### src/rtl/run_sequencer.sv
// run_sequencer: program-run controller sitting between the Start/Ack
// handshake and the core fetch path. Selects a program entry point, loads
// the PC while armed, gates execution, detects completion on Halt, applies
// an optional watchdog and keeps per-run cycle and completed-run counters.
module run_sequencer #(
  parameter int unsigned PC_W    = 10,
  parameter int unsigned NPROG   = 3,
  parameter int unsigned CNT_W   = 16,
  parameter int unsigned TIMEOUT = 0,
  localparam int unsigned SEL_W  = (NPROG > 1) ? $clog2(NPROG) : 1
) (
  input  logic                  Clk,
  input  logic                  ResetN,
  input  logic                  Start,
  input  logic [SEL_W-1:0]      ProgSel,
  input  logic [NPROG*PC_W-1:0] ProgBase,
  input  logic                  Halt,
  output logic                  Run,
  output logic                  PcLoad,
  output logic [PC_W-1:0]       PcLoadVal,
  output logic                  Ack,
  output logic                  TimedOut,
  output logic [CNT_W-1:0]      CycleCount,
  output logic [7:0]            ProgsDone
);

  typedef enum logic [1:0] {
    IDLE  = 2'd0,
    ARMED = 2'd1,
    RUN   = 2'd2,
    DONE  = 2'd3
  } state_t;

  // The watchdog only exists when a limit is given and the limit is
  // reachable by a CNT_W-bit counter; otherwise it can never fire.
  localparam bit WD_EN = (TIMEOUT != 0) &&
                         (64'(TIMEOUT) <= (64'd1 << CNT_W));
  localparam logic [CNT_W-1:0] WD_LAST  = CNT_W'(TIMEOUT - 1);
  localparam logic [SEL_W-1:0] LAST_SLOT = SEL_W'(NPROG - 1);

  state_t             r_state;
  state_t             w_nextState;
  logic [CNT_W-1:0]   r_cycleCount;
  logic               r_timedOut;
  logic [7:0]         r_progsDone;
  logic [SEL_W-1:0]   w_slot;
  logic [PC_W-1:0]    w_slotBase;
  logic               w_watchdogHit;
  logic               w_haltEnd;
  logic               w_timeoutEnd;

  assign w_watchdogHit = WD_EN && (r_cycleCount == WD_LAST);

  // Clamp an out-of-range selection to the last slot and pick its base.
  always_comb begin
    w_slot = ProgSel;
    if (ProgSel > LAST_SLOT) begin
      w_slot = LAST_SLOT;
    end
    w_slotBase = ProgBase[32'(w_slot) * PC_W +: PC_W];
  end

  // State register; reset forces IDLE regardless of what is running.
  always_ff @(posedge Clk) begin
    if (!ResetN) begin
      r_state <= IDLE;
    end else begin
      r_state <= w_nextState;
    end
  end

  // Next-state and state-decoded outputs; Start in RUN beats Halt and timeout.
  always_comb begin
    w_nextState  = r_state;
    Run          = 1'b0;
    PcLoad       = 1'b0;
    PcLoadVal    = '0;
    Ack          = 1'b0;
    w_haltEnd    = 1'b0;
    w_timeoutEnd = 1'b0;
    case (r_state)
      IDLE: begin
        if (Start) begin
          w_nextState = ARMED;
        end
      end
      ARMED: begin
        PcLoad    = 1'b1;
        PcLoadVal = w_slotBase;
        if (!Start) begin
          w_nextState = RUN;
        end
      end
      RUN: begin
        Run = 1'b1;
        if (Start) begin
          w_nextState = ARMED;
        end else if (Halt) begin
          w_haltEnd   = 1'b1;
          w_nextState = DONE;
        end else if (w_watchdogHit) begin
          w_timeoutEnd = 1'b1;
          w_nextState  = DONE;
        end
      end
      DONE: begin
        Ack = 1'b1;
        if (Start) begin
          w_nextState = ARMED;
        end
      end
      default: begin
        w_nextState = IDLE;
      end
    endcase
  end

  // Run statistics: cleared while armed, counted in RUN, frozen elsewhere.
  always_ff @(posedge Clk) begin
    if (!ResetN) begin
      r_cycleCount <= '0;
      r_timedOut   <= 1'b0;
      r_progsDone  <= '0;
    end else begin
      case (r_state)
        ARMED: begin
          r_cycleCount <= '0;
          r_timedOut   <= 1'b0;
        end
        RUN: begin
          if (r_cycleCount != '1) begin
            r_cycleCount <= r_cycleCount + 1'b1;
          end
          if (w_timeoutEnd) begin
            r_timedOut <= 1'b1;
          end
          if (w_haltEnd) begin
            r_progsDone <= r_progsDone + 8'd1;
          end
        end
        default: begin
        end
      endcase
    end
  end

  assign CycleCount = r_cycleCount;
  assign TimedOut   = r_timedOut;
  assign ProgsDone  = r_progsDone;

endmodule

### config.mk
export PLATFORM = sky130hd
export DESIGN_NAME = run_sequencer
export DESIGN_NICKNAME = d
export VERILOG_FILES = /design/src/rtl/run_sequencer.sv
export SDC_FILE = /design/constraint.sdc
export NUM_CORES = 1
export LEC_CHECK = 0
export CAP_MARGIN = 20
export CELL_PAD_IN_SITES_DETAIL_PLACEMENT = 1
export CELL_PAD_IN_SITES_GLOBAL_PLACEMENT = 2
export CORE_ASPECT_RATIO = 0.6
export CORE_MARGIN = 3
export CORE_UTILIZATION = 25
export DETAILED_ROUTE_END_ITERATION = 8
export GPL_TIMING_DRIVEN = 0
export HOLD_SLACK_MARGIN = 0.03
export PLACE_DENSITY_LB_ADDON = 0.1
export REMOVE_ABC_BUFFERS = 1
export SLEW_MARGIN = 20
export SYNTH_ARGS = -nofsm -noshare
export SYNTH_HDL_FRONTEND = slang
export SYNTH_SLANG_ARGS = --single-unit
### constraint.sdc
create_clock -name Clk -period 3.4 [get_ports Clk]
set_input_delay 0.34 -clock Clk [delete_from_list [all_inputs] [get_ports Clk]]
set_output_delay 0.34 -clock Clk [all_outputs]
set_load 0.02 [all_outputs]
# [After elaboration in Yosys (flattened, before gate mapping)]
# Index checks and enable logic that the tools add are counted.
[op_classes] addsub=2 eq_ne=8 n_mux=15 shift=1 order_cmp=1 n_reduce_logical=6 mul=1
[op_table] cell="16-bit case mux with 2 select lines" n=1
[op_table] cell="30-bit by 7-bit variable part select with 10-bit output" n=1
[op_table] cell="16-bit by 1-bit adder with 16-bit output, second input constant" n=1
[op_table] cell="16-bit 2-to-1 mux" n=1
[op_table] cell="16-bit inequality test, second input constant" n=1
[op_table] cell="10-bit 2-to-1 mux" n=1
[op_table] cell="2-bit 2-to-1 mux" n=5
[op_table] cell="8-bit by 1-bit adder with 8-bit output, second input constant" n=1
[op_table] cell="1-bit 2-to-1 mux" n=6
[op_table] cell="2-bit case mux with 3 select lines" n=1
[op_table] cell="2-bit by 3-bit multiplier with 5-bit output, second input constant" n=1
[op_table] cell="2-bit equality test, second input constant" n=2
[op_table] cell="2-bit inequality test, second input constant" n=2
[op_table] cell="2-bit AND reduction" n=2
[op_table] cell="3-bit inequality test, second input constant" n=1
[op_table] cell="3-bit AND reduction" n=1
[op_table] cell="2-bit by 1-bit equality test with 1-bit output, second input constant" n=1
[op_table] cell="2-bit greater-than comparator, second input constant" n=1
[op_table] cell="2-bit zero test" n=1
[op_table] cell="2-bit by 1-bit inequality test with 1-bit output, second input constant" n=1
[op_table] cell="2-bit nonzero test" n=1
[op_table] cell="2-bit OR reduction" n=1
[totals] inputBits=36 out_inout_bits=38 word_cells=37 reg_bits=26

# [Longest topological paths before layout]
# Gate-level depths: netlist of the first run.
[depth] ltp_word=5 depth_mapped=8

# [Worst setup path after synthesis of the first run]
# Ideal clock, no wire load.
[synth_timing] path_kind="register -> register" startpoint="register r_state[0]" endpoint="register r_cycleCount[10], in the netlist CycleCount[10]" t_arrival_ns=1.853 n_path_buf=1 setup_slack_ns=1.425 synth_period_minus_slack_ns=1.975 path_stages_with_launch=8 t_required_ns=3.278 path_cell_list="dfxtp_1 -> inv_1 -> ha_1 -> buf_2 -> and4_1 -> and2_1 -> a22o_4 -> a221o_1"
[synth_between] elab_chain_cells=3 word_cells_on_any_way=6 classes_between="3 x eq/ne; 1 x mux; 2 x reduce/logical"
[synth_rtl] item="start, declared" line="41" text="state_t r_state;"
[synth_rtl] item="start signal, assigned" line="68" text="r_state <= w_nextState;"
[synth_rtl] item="2-bit equality test / 2-bit by 1-bit equality test with 1-bit output (equally long branches)" line="125" text="case (r_state)"
[synth_rtl] item="2-bit inequality test (no line) / 2-bit nonzero test (equally long branches)"
[synth_rtl] item="2-bit AND reduction (no line)"
[synth_rtl] item="end signal, assigned" line="132" text="r_cycleCount <= r_cycleCount + 1'b1;"
[synth_rtl] item="end, declared" line="43" text="logic [CNT_W-1:0] r_cycleCount;"
# Parallel ways exist; a longest one is shown, timed or not.
# A chain may end at the register's enable or synchronous reset.

# [Final worst setup path of the first run]
[layout_timing] startpoint="input ProgSel[0]" endpoint="output PcLoadVal[4]"
[layout_between] elab_chain_cells=5
[layout_rtl] item="start, declared" line="15" text="input logic [SEL_W-1:0] ProgSel,"
[layout_rtl] item="2-bit greater-than comparator" line="57" text="if (ProgSel > LAST_SLOT) begin"
[layout_rtl] item="2-bit 2-to-1 mux *" line="57"
[layout_rtl] item="2-bit by 3-bit multiplier with 5-bit output *" line="60" text="w_slotBase = ProgBase[32'(w_slot) * PC_W +: PC_W];"
[layout_rtl] item="30-bit by 7-bit variable part select with 10-bit output *" line="60"
[layout_rtl] item="10-bit 2-to-1 mux *" line="81" text="case (r_state)"
[layout_rtl] item="end, declared" line="20" text="output logic [PC_W-1:0] PcLoadVal,"
# Every way passes the cells marked *; elsewhere a longest branch is shown, timed or not.

==> results.txt, run 1 <==
----------------------------------------------------
[Outcome]
  Outcome ... finished, final reports clean

[Global route]
  Global routing usage summed across all routing layers ... 15.00%
  Initial antenna violation count ... 0
  Via count of the first global-routing pass ... 1835
  Global route overflow ... 0
  Wire length of the first global-routing pass ... 9825 um
  Maximum number of pins on one net before global-route repair ... 21

[Floorplanning]
  Die H ... 70.96 um
  Placeable core region ... around 6400 um2
  Effective utilization at floorplan ... a little over a quarter
  Die X-Extent ... 114.3 um
  Die ar. ... 8107 um2
  I/O pins ... 74
  Row count ... 22

[Synthesis]
  Synth async-reset ratio ... 0%
  Register bit total from synthesis ... 26
  Number of enable flip-flop cells after synthesis ... 0
  Unique cell type count in the Yosys netlist ... 54
  Compound-cell area share of the yosys netlist ... 20.21%
  Top-area cell type share of the netlist area ... between 20% and 30%
  Synth top cells by count ... sky130_fd_sc_hd__dfxtp_1 (26), sky130_fd_sc_hd__nand2_1 (26), sky130_fd_sc_hd__nor2_1 (16)
  Synth Area in XOR/XNOR ... 3.488%
  Cells after synthesis ... approximately 210
  Adder and majority gate portion of the synthesized area ... 4.270%
  Syn Std Cell Area ... between 1500 and 2000 um2
  Total of warnings raised by yosys ... 0
  Mean area per synthesized cell ... between 8 and 9 um2
  Multiplexer fraction of the synthesized cell area ... under 10%
  Biggest area contributors in the synthesized netlist ... sky130_fd_sc_hd__dfxtp_1 (30%), sky130_fd_sc_hd__mux2i_1 (7.4%), sky130_fd_sc_hd__nand2_1 (5.6%), sky130_fd_sc_hd__and2_1 (5.0%), sky130_fd_sc_hd__ha_1 (4.3%)
  Top flip-flop cell by instance count after synthesis ... sky130_fd_sc_hd__dfxtp_1
  Sequential cell area fraction in the yosys report ... approximately 30%
  Biggest area consumer among synthesized cells ... sky130_fd_sc_hd__dfxtp_1
  Largest family of logic cells by synthesized area ... simple AND/OR/NAND/NOR gates
  Post-synthesis simple-gate area fraction ... 30.25%

[Route]
  Routed wire per std cell ... around 17 um
  Number of iterations in the first detailed-routing pass ... 4
  Mean number of vias per cell ... 5.025
  DRC violation count after routing ... 0
  Wire length after detailed routing ... between 6000 and 7000 um
  Antenna Nets Post-Route ... 0
  DR iter-0 viols ... 70
  Routed via count ... 1814

[Clocking]
  Cell chosen for the clock root ... sky130_fd_sc_hd__clkbuf_16
  Post-cts repair resize count ... 0
  Worst-path clk slew ... 0.07 ns
  Max Buffers Root-to-Sink ... 2
  TritonCTS buffer count ... 3
  Insertion delay of the later-clocked pin in the worst-skew pair ... 0.26 ns
  Number of hold buffers added after cts ... 0
  CTS tree ... done
  Setup Buffers After CTS ... 0
  Number of sinks handled by clock tree synthesis ... 26
  H-Tree Level Count ... 1

[STA]
  Total count of hold-check failures in the final report ... 0
  Tightest Pin Transition ... between 0.7 and 0.8 ns
  Final setup violation count ... 0
  Clock Skew ... 0.006922 ns
  Post-Route Setup TNS ... 0 ns
  Worst max-slew margin expressed relative to the limit ... 48.40%
  Final Critical Period ... 2.621 ns
  Post-layout worst setup margin ... between 0.7 and 0.8 ns
  Share of the cycle needed by the critical path after routing ... 77.08%
  RSZ-0062 raised after global routing ... false
  Maximum clock rate ... 381.6 MHz
  Max-slew violation total from the final report ... 0

[Job]
  Maximum capacitance violations ... 0

[Worst setup path]
  Category of the worst setup path launch point ... input port
  Capturing element type of the critical path ... primary output
  Largest fanout of any net on the critical path ... 10
  Class of the most critical setup path ... input port to primary output
  Crit path DAT ... approximately 2.3 ns
  Worst endpoint required time ... 3.06 ns

[Final layout]
  Antenna Diode Count ... 0
  Fillcell total ... 765
  Final non-filler cell area ... 2597 um2
  Fraction of final layout cells with drive strength greater than 1 ... a little under 6%
  Final net count ... 321
  Layout area overhead ... 47.76%

[Placed design]
  I/O Buffers ... 72
  Post-Place Setup Slack ... 0.7150 ns
  Area of placed instances ... 2522 um2
  Final estimated routing congestion in global placement ... roughly 0.72
  HPWL after detailed placement ... 4696 um

[Power and ir drop]
  Leakage power ... 0.001006 uW
  Total power density per cell area ... 403.9 nW/um2
  Largest vdd supply drop ... 0.2278 mV

[Min path]
  Type of the most critical hold path ... flop to flop

----------------------------------------------------
[flip-flops by register name, summed over array words and instances (netlist names)]
register	cells
ProgsDone	8
CycleCount	16
r_state	2
[cell usage in the layout, fill, tap and decap left out, types with 2 or more instances in the layout]
| master | count |
|---|---|
| sky130_fd_sc_hd__mux2i_1 | 13 |
| sky130_fd_sc_hd__clkbuf_16 | 3 |
| sky130_fd_sc_hd__a21oi_1 | 4 |
| sky130_fd_sc_hd__a31oi_1 | 2 |
| sky130_fd_sc_hd__xnor2_1 | 3 |
| sky130_fd_sc_hd__inv_1 | 4 |
| sky130_fd_sc_hd__a211oi_1 | 4 |
| sky130_fd_sc_hd__o211a_1 | 3 |
| sky130_fd_sc_hd__o21ai_0 | 13 |
| sky130_fd_sc_hd__nand4_1 | 6 |
| sky130_fd_sc_hd__and3_1 | 5 |
| sky130_fd_sc_hd__a211o_1 | 4 |
| sky130_fd_sc_hd__nor2_1 | 16 |
| sky130_fd_sc_hd__xor2_1 | 4 |
| sky130_fd_sc_hd__and4_1 | 2 |
| sky130_fd_sc_hd__a311oi_1 | 2 |
| sky130_fd_sc_hd__nand2_1 | 26 |
| sky130_fd_sc_hd__and4_4 | 2 |
| sky130_fd_sc_hd__a221oi_1 | 2 |
| sky130_fd_sc_hd__dfxtp_1 | 26 |
| sky130_fd_sc_hd__nand3_1 | 8 |
| sky130_fd_sc_hd__ha_1 | 6 |
| sky130_fd_sc_hd__nor4_1 | 2 |
| sky130_fd_sc_hd__clkdlybuf4s50_1 | 72 |
| sky130_fd_sc_hd__and2_1 | 14 |
| sky130_fd_sc_hd__o22ai_1 | 2 |
| sky130_fd_sc_hd__or3_1 | 3 |
| sky130_fd_sc_hd__and3_2 | 2 |
[layer usage]
| layer | track usage, % | up-vias | share of wire, % |
|---|---|---|---|
| li1 | - | 913 | - |
| met1 | 21.41 | 858 | 51 |
| met2 | 21.53 | 41 | 40 |
| met3 | 5.556 | 2 | 7.8 |
| met4 | 3.162 | 0 | 0.67 |
| met5 | 0 | - | 0 |
[final cells by class]
cell class | count | area (um2) | area share [%]
clock buffers | 3 | 75.07 | 2.890
inverters | 5 | 18.77 | 0.7225
multi-input cells | 171 | 1157 | 44.56
well taps | 84 | 105.1 | 4.046
flip-flops and latches | 26 | 520.5 | 20.04
repair buffers | 72 | 720.7 | 27.75
[report_power, final]
| part | switching [uW] | internal [uW] | total [uW] |
|---|---|---|---|
| sequential | 19.4 | 319 | 339 |
| clock | 109 | 156 | 265 |
| combinational | 250 | 194 | 445 |
[final timing paths]
check / start / endpoint / slack [ns] / depth (start not counted)
setup / recovery: ProgSel[0] / PcLoadVal[4] / 0.78 / 5
hold / removal: CycleCount[1] / CycleCount[1] / 0.53 / 2
setup reg to reg: r_state[0] / CycleCount[5] / 0.87 / 6
hold reg to reg: CycleCount[1] / CycleCount[1] / 0.53 / 2
[logic make-up after synthesis]
kind of cell,Yosys count
other cells,1
xor+xnor,7
fa+ha+maj,6
simple gates,96
buf+inv,17
mux,13
flops,26
compound gates,48
[per-stage QoR]
stage | utilization (%) | total power [uW] | hold WS (ns) | std cells
floorplan | - | 589.4 | 0.4887 | 202
global placement | 39.16 | 797.9 | 0.5013 | 358
finish | 40.33 | 1049 | 0.5275 | 361
global route | 40.33 | 1125 | 0.5674 | 361
detailed placement | 39.16 | 800.2 | 0.5205 | 358
CTS | 40.33 | 1070 | 0.5341 | 361
[critical path, cell delays in order]
cell,delay (ns)
sky130_fd_sc_hd__clkdlybuf4s50_1,0.84
sky130_fd_sc_hd__mux2i_1,0.28
sky130_fd_sc_hd__o21ai_0,0.09
sky130_fd_sc_hd__and2_1,0.18
sky130_fd_sc_hd__clkdlybuf4s50_1,0.55
(Power assumes the default switching activity.)
==> run 2: changes to the inputs <==
--- a/config.mk
+++ b/config.mk
@@ -10,7 +10,7 @@
 export CELL_PAD_IN_SITES_GLOBAL_PLACEMENT = 2
 export CORE_ASPECT_RATIO = 0.6
 export CORE_MARGIN = 3
-export CORE_UTILIZATION = 25
+export CORE_UTILIZATION = 21
 export DETAILED_ROUTE_END_ITERATION = 8
 export GPL_TIMING_DRIVEN = 0
 export HOLD_SLACK_MARGIN = 0.03
==> constraint.sdc (replaced) <==
create_clock -name Clk -period 2.3 [get_ports Clk]
set_input_delay 0.23 -clock Clk [delete_from_list [all_inputs] [get_ports Clk]]
set_output_delay 0.23 -clock Clk [all_outputs]
set_load 0.02 [all_outputs]
==> results.txt, run 2 (same netlist as run 1, synthesis figures left out) <==
----------------------------------------------------
[Route]
  DR iter-0 viols ... 75
  Routed wire per std cell ... 16.12 um
  Mean number of vias per cell ... 4.725
  Routed via count ... 1824
  DRC violation count after routing ... 0
  Wire length after detailed routing ... 6222 um
  Number of iterations in the first detailed-routing pass ... 4
  Antenna Nets Post-Route ... 0

[STA]
  Max-slew violation total from the final report ... 0
  Final setup violation count ... 0
  Share of the cycle needed by the critical path after routing ... ~91%
  RSZ-0062 raised after global routing ... false
  Maximum clock rate ... 475.6 MHz
  Worst max-slew margin expressed relative to the limit ... 53.55%
  Tightest Pin Transition ... 0.6941 ns
  Total count of hold-check failures in the final report ... 0
  Clock Skew ... 0.003556 ns
  Final Critical Period ... 2.103 ns
  Post-layout worst setup margin ... 0.1973 ns

[Floorplanning]
  Placeable core region ... around 8000 um2
  Die H ... 76.87 um
  Effective utilization at floorplan ... between 20 and 25%
  I/O pins ... 74
  Die X-Extent ... ~120 um
  Die ar. ... approximately 9500 um2
  Row count ... 25

[Placed design]
  HPWL after detailed placement ... 4696 um
  Final estimated routing congestion in global placement ... 0.7034
  I/O Buffers ... 72
  Post-Place Setup Slack ... -0.1836 ns
  Cell count after placement ... 382
  Area of placed instances ... 2552 um2

[Clocking]
  CTS tree ... done
  TritonCTS buffer count ... 3
  H-Tree Level Count ... 1
  Cell chosen for the clock root ... sky130_fd_sc_hd__clkbuf_16
  Number of hold buffers added after cts ... 0
  Insertion delay of the later-clocked pin in the worst-skew pair ... 0.27 ns
  Max Buffers Root-to-Sink ... 2
  Worst-path clk slew ... approximately 0.07 ns
  Number of sinks handled by clock tree synthesis ... 26

[Global route]
  Maximum number of pins on one net before global-route repair ... 21
  Initial antenna violation count ... 0
  Global route overflow ... 0
  Wire length of the first global-routing pass ... 10100 um
  Via count of the first global-routing pass ... ~1800
  Global routing usage summed across all routing layers ... 13.28%

[Min path]
  Worst Hold Launch ... ProgsDone[7]
  End point of the most critical hold path ... ProgsDone[7]
  WHS Path Cells ... 2
  Type of the most critical hold path ... flop to flop

[Worst setup path]
  Internal reg-to-reg setup slack ... approximately 0.2 ns
  Largest fanout of any net on the critical path ... 10
  Category of the worst setup path launch point ... input port
  Crit path DAT ... roughly 1.9 ns
  Critical register-to-register path endpoint ... CycleCount[5]
  Number of cells on the worst reg-to-reg path ... 6
  Worst endpoint required time ... 2.07 ns
  Capturing element type of the critical path ... primary output
  Class of the most critical setup path ... input port to primary output
  Worst flop-to-flop path startpoint ... r_state[0]

[Final layout]
  Number of standard cells in the layout, taps in and fillers out ... 386
  Commonest non-fill, non-tap cells in the layout ... sky130_fd_sc_hd__clkdlybuf4s50_1 (70), sky130_fd_sc_hd__dfxtp_1 (26), sky130_fd_sc_hd__nand2_1 (26)
  Max reg flops ... 16
  Layout area overhead ... 51.74%
  Most common library cell in the layout ignoring fill and taps ... sky130_fd_sc_hd__clkdlybuf4s50_1
  Antenna Diode Count ... 0
  Final net count ... 321
  End-of-flow core utilization ... 33.31%
  Final non-filler cell area ... ~2700 um2
  Fraction of final layout cells with drive strength greater than 1 ... 7.194%

[Power and ir drop]
  Total power density per cell area ... 639.8 nW/um2
  Leakage power ... a little over 0.001 uW
  Largest vdd supply drop ... 0.3541 mV

[Job]
  Maximum capacitance violations ... 0

[Outcome]
  Outcome ... finished, final reports clean

----------------------------------------------------
run 2: timing repair:
action | in CTS | in global routing
setup endpoints to repair | 14 | 13
buffers inserted | 0 | 0
pin swaps | 0 | 0
resized for setup | 2 | 4
run 2: worst max path at each step:
| stage | end | slack [ns] | from | depth (start not counted) |
|---|---|---|---|---|
| final | PcLoadVal[3] | 0.20 | ProgSel[0] | 5 |
| after global routing | CycleCount[5] | 0.01 | r_state[0] | 6 |
| after CTS | PcLoadVal[8] | 0.01 | r_state[0] | 3 |
| after detailed placement | CycleCount[5] | -0.18 | r_state[0] | 6 |
| after global placement | CycleCount[5] | -0.20 | r_state[0] | 6 |
| after floorplan | CycleCount[10] | 0.27 | r_state[0] | 6 |
run 2: final cells by class:
cell class                      count  area, um2
Fill cell                         959       5340
Multi-Input combinational cell    171       1162
Tap cell                          108      135.1
Sequential cell                    26      520.5
Timing Repair Buffer               72      721.9
Clock buffer                        3      75.07
Inverter                            5      22.52
Clock inverter                      1      30.03
run 2: metal layers:
| metal | vias up | global-route usage, % | share of wire (%) | wire, um |
|---|---|---|---|---|
| met1 | 874 | 19.94 | 53 | 3303 |
| met2 | 33 | 19.45 | 43 | 2685 |
| met3 | 2 | 3.537 | 3.4 | 209 |
| met5 | - | 0 | 0 | 0 |
| met4 | 0 | 1.311 | 0.35 | 22 |
| li1 | 915 | - | - | - |
run 2: where the power goes:
part	leakage (uW)	switching [uW]	internal (uW)
Clock	0.0000511	184	347
Sequential	0.000210	30.0	472
Combinational	0.000766	380	294
run 2: worst max-delay path: stages:
cell and delay (ns):
sky130_fd_sc_hd__dlygate4sd2_1 0.57, sky130_fd_sc_hd__mux2i_1 0.26, sky130_fd_sc_hd__o21ai_0 0.09, sky130_fd_sc_hd__and2_1 0.18, sky130_fd_sc_hd__clkdlybuf4s50_1 0.54
run 2: per-stage QoR:
stage | TNS [ns] | hold WS [ns] | power (uW)
global route | 0 | 0.5847 | 1815
finish | 0 | 0.5290 | 1707
CTS | 0 | 0.5366 | 1734
detailed placement | -1.393 | 0.5164 | 1185
floorplan | 0 | 0.3787 | 871.3
global placement | -1.756 | 0.5057 | 1185
==> run 3: changes to the inputs <==
--- a/config.mk
+++ b/config.mk
@@ -20,3 +20,4 @@
 export SYNTH_ARGS = -nofsm -noshare
 export SYNTH_HDL_FRONTEND = slang
 export SYNTH_SLANG_ARGS = --single-unit
+export TNS_END_PERCENT = 20
==> results of run 3 <==
No change in the layout: final DEF, timing and power equal those of run 2.
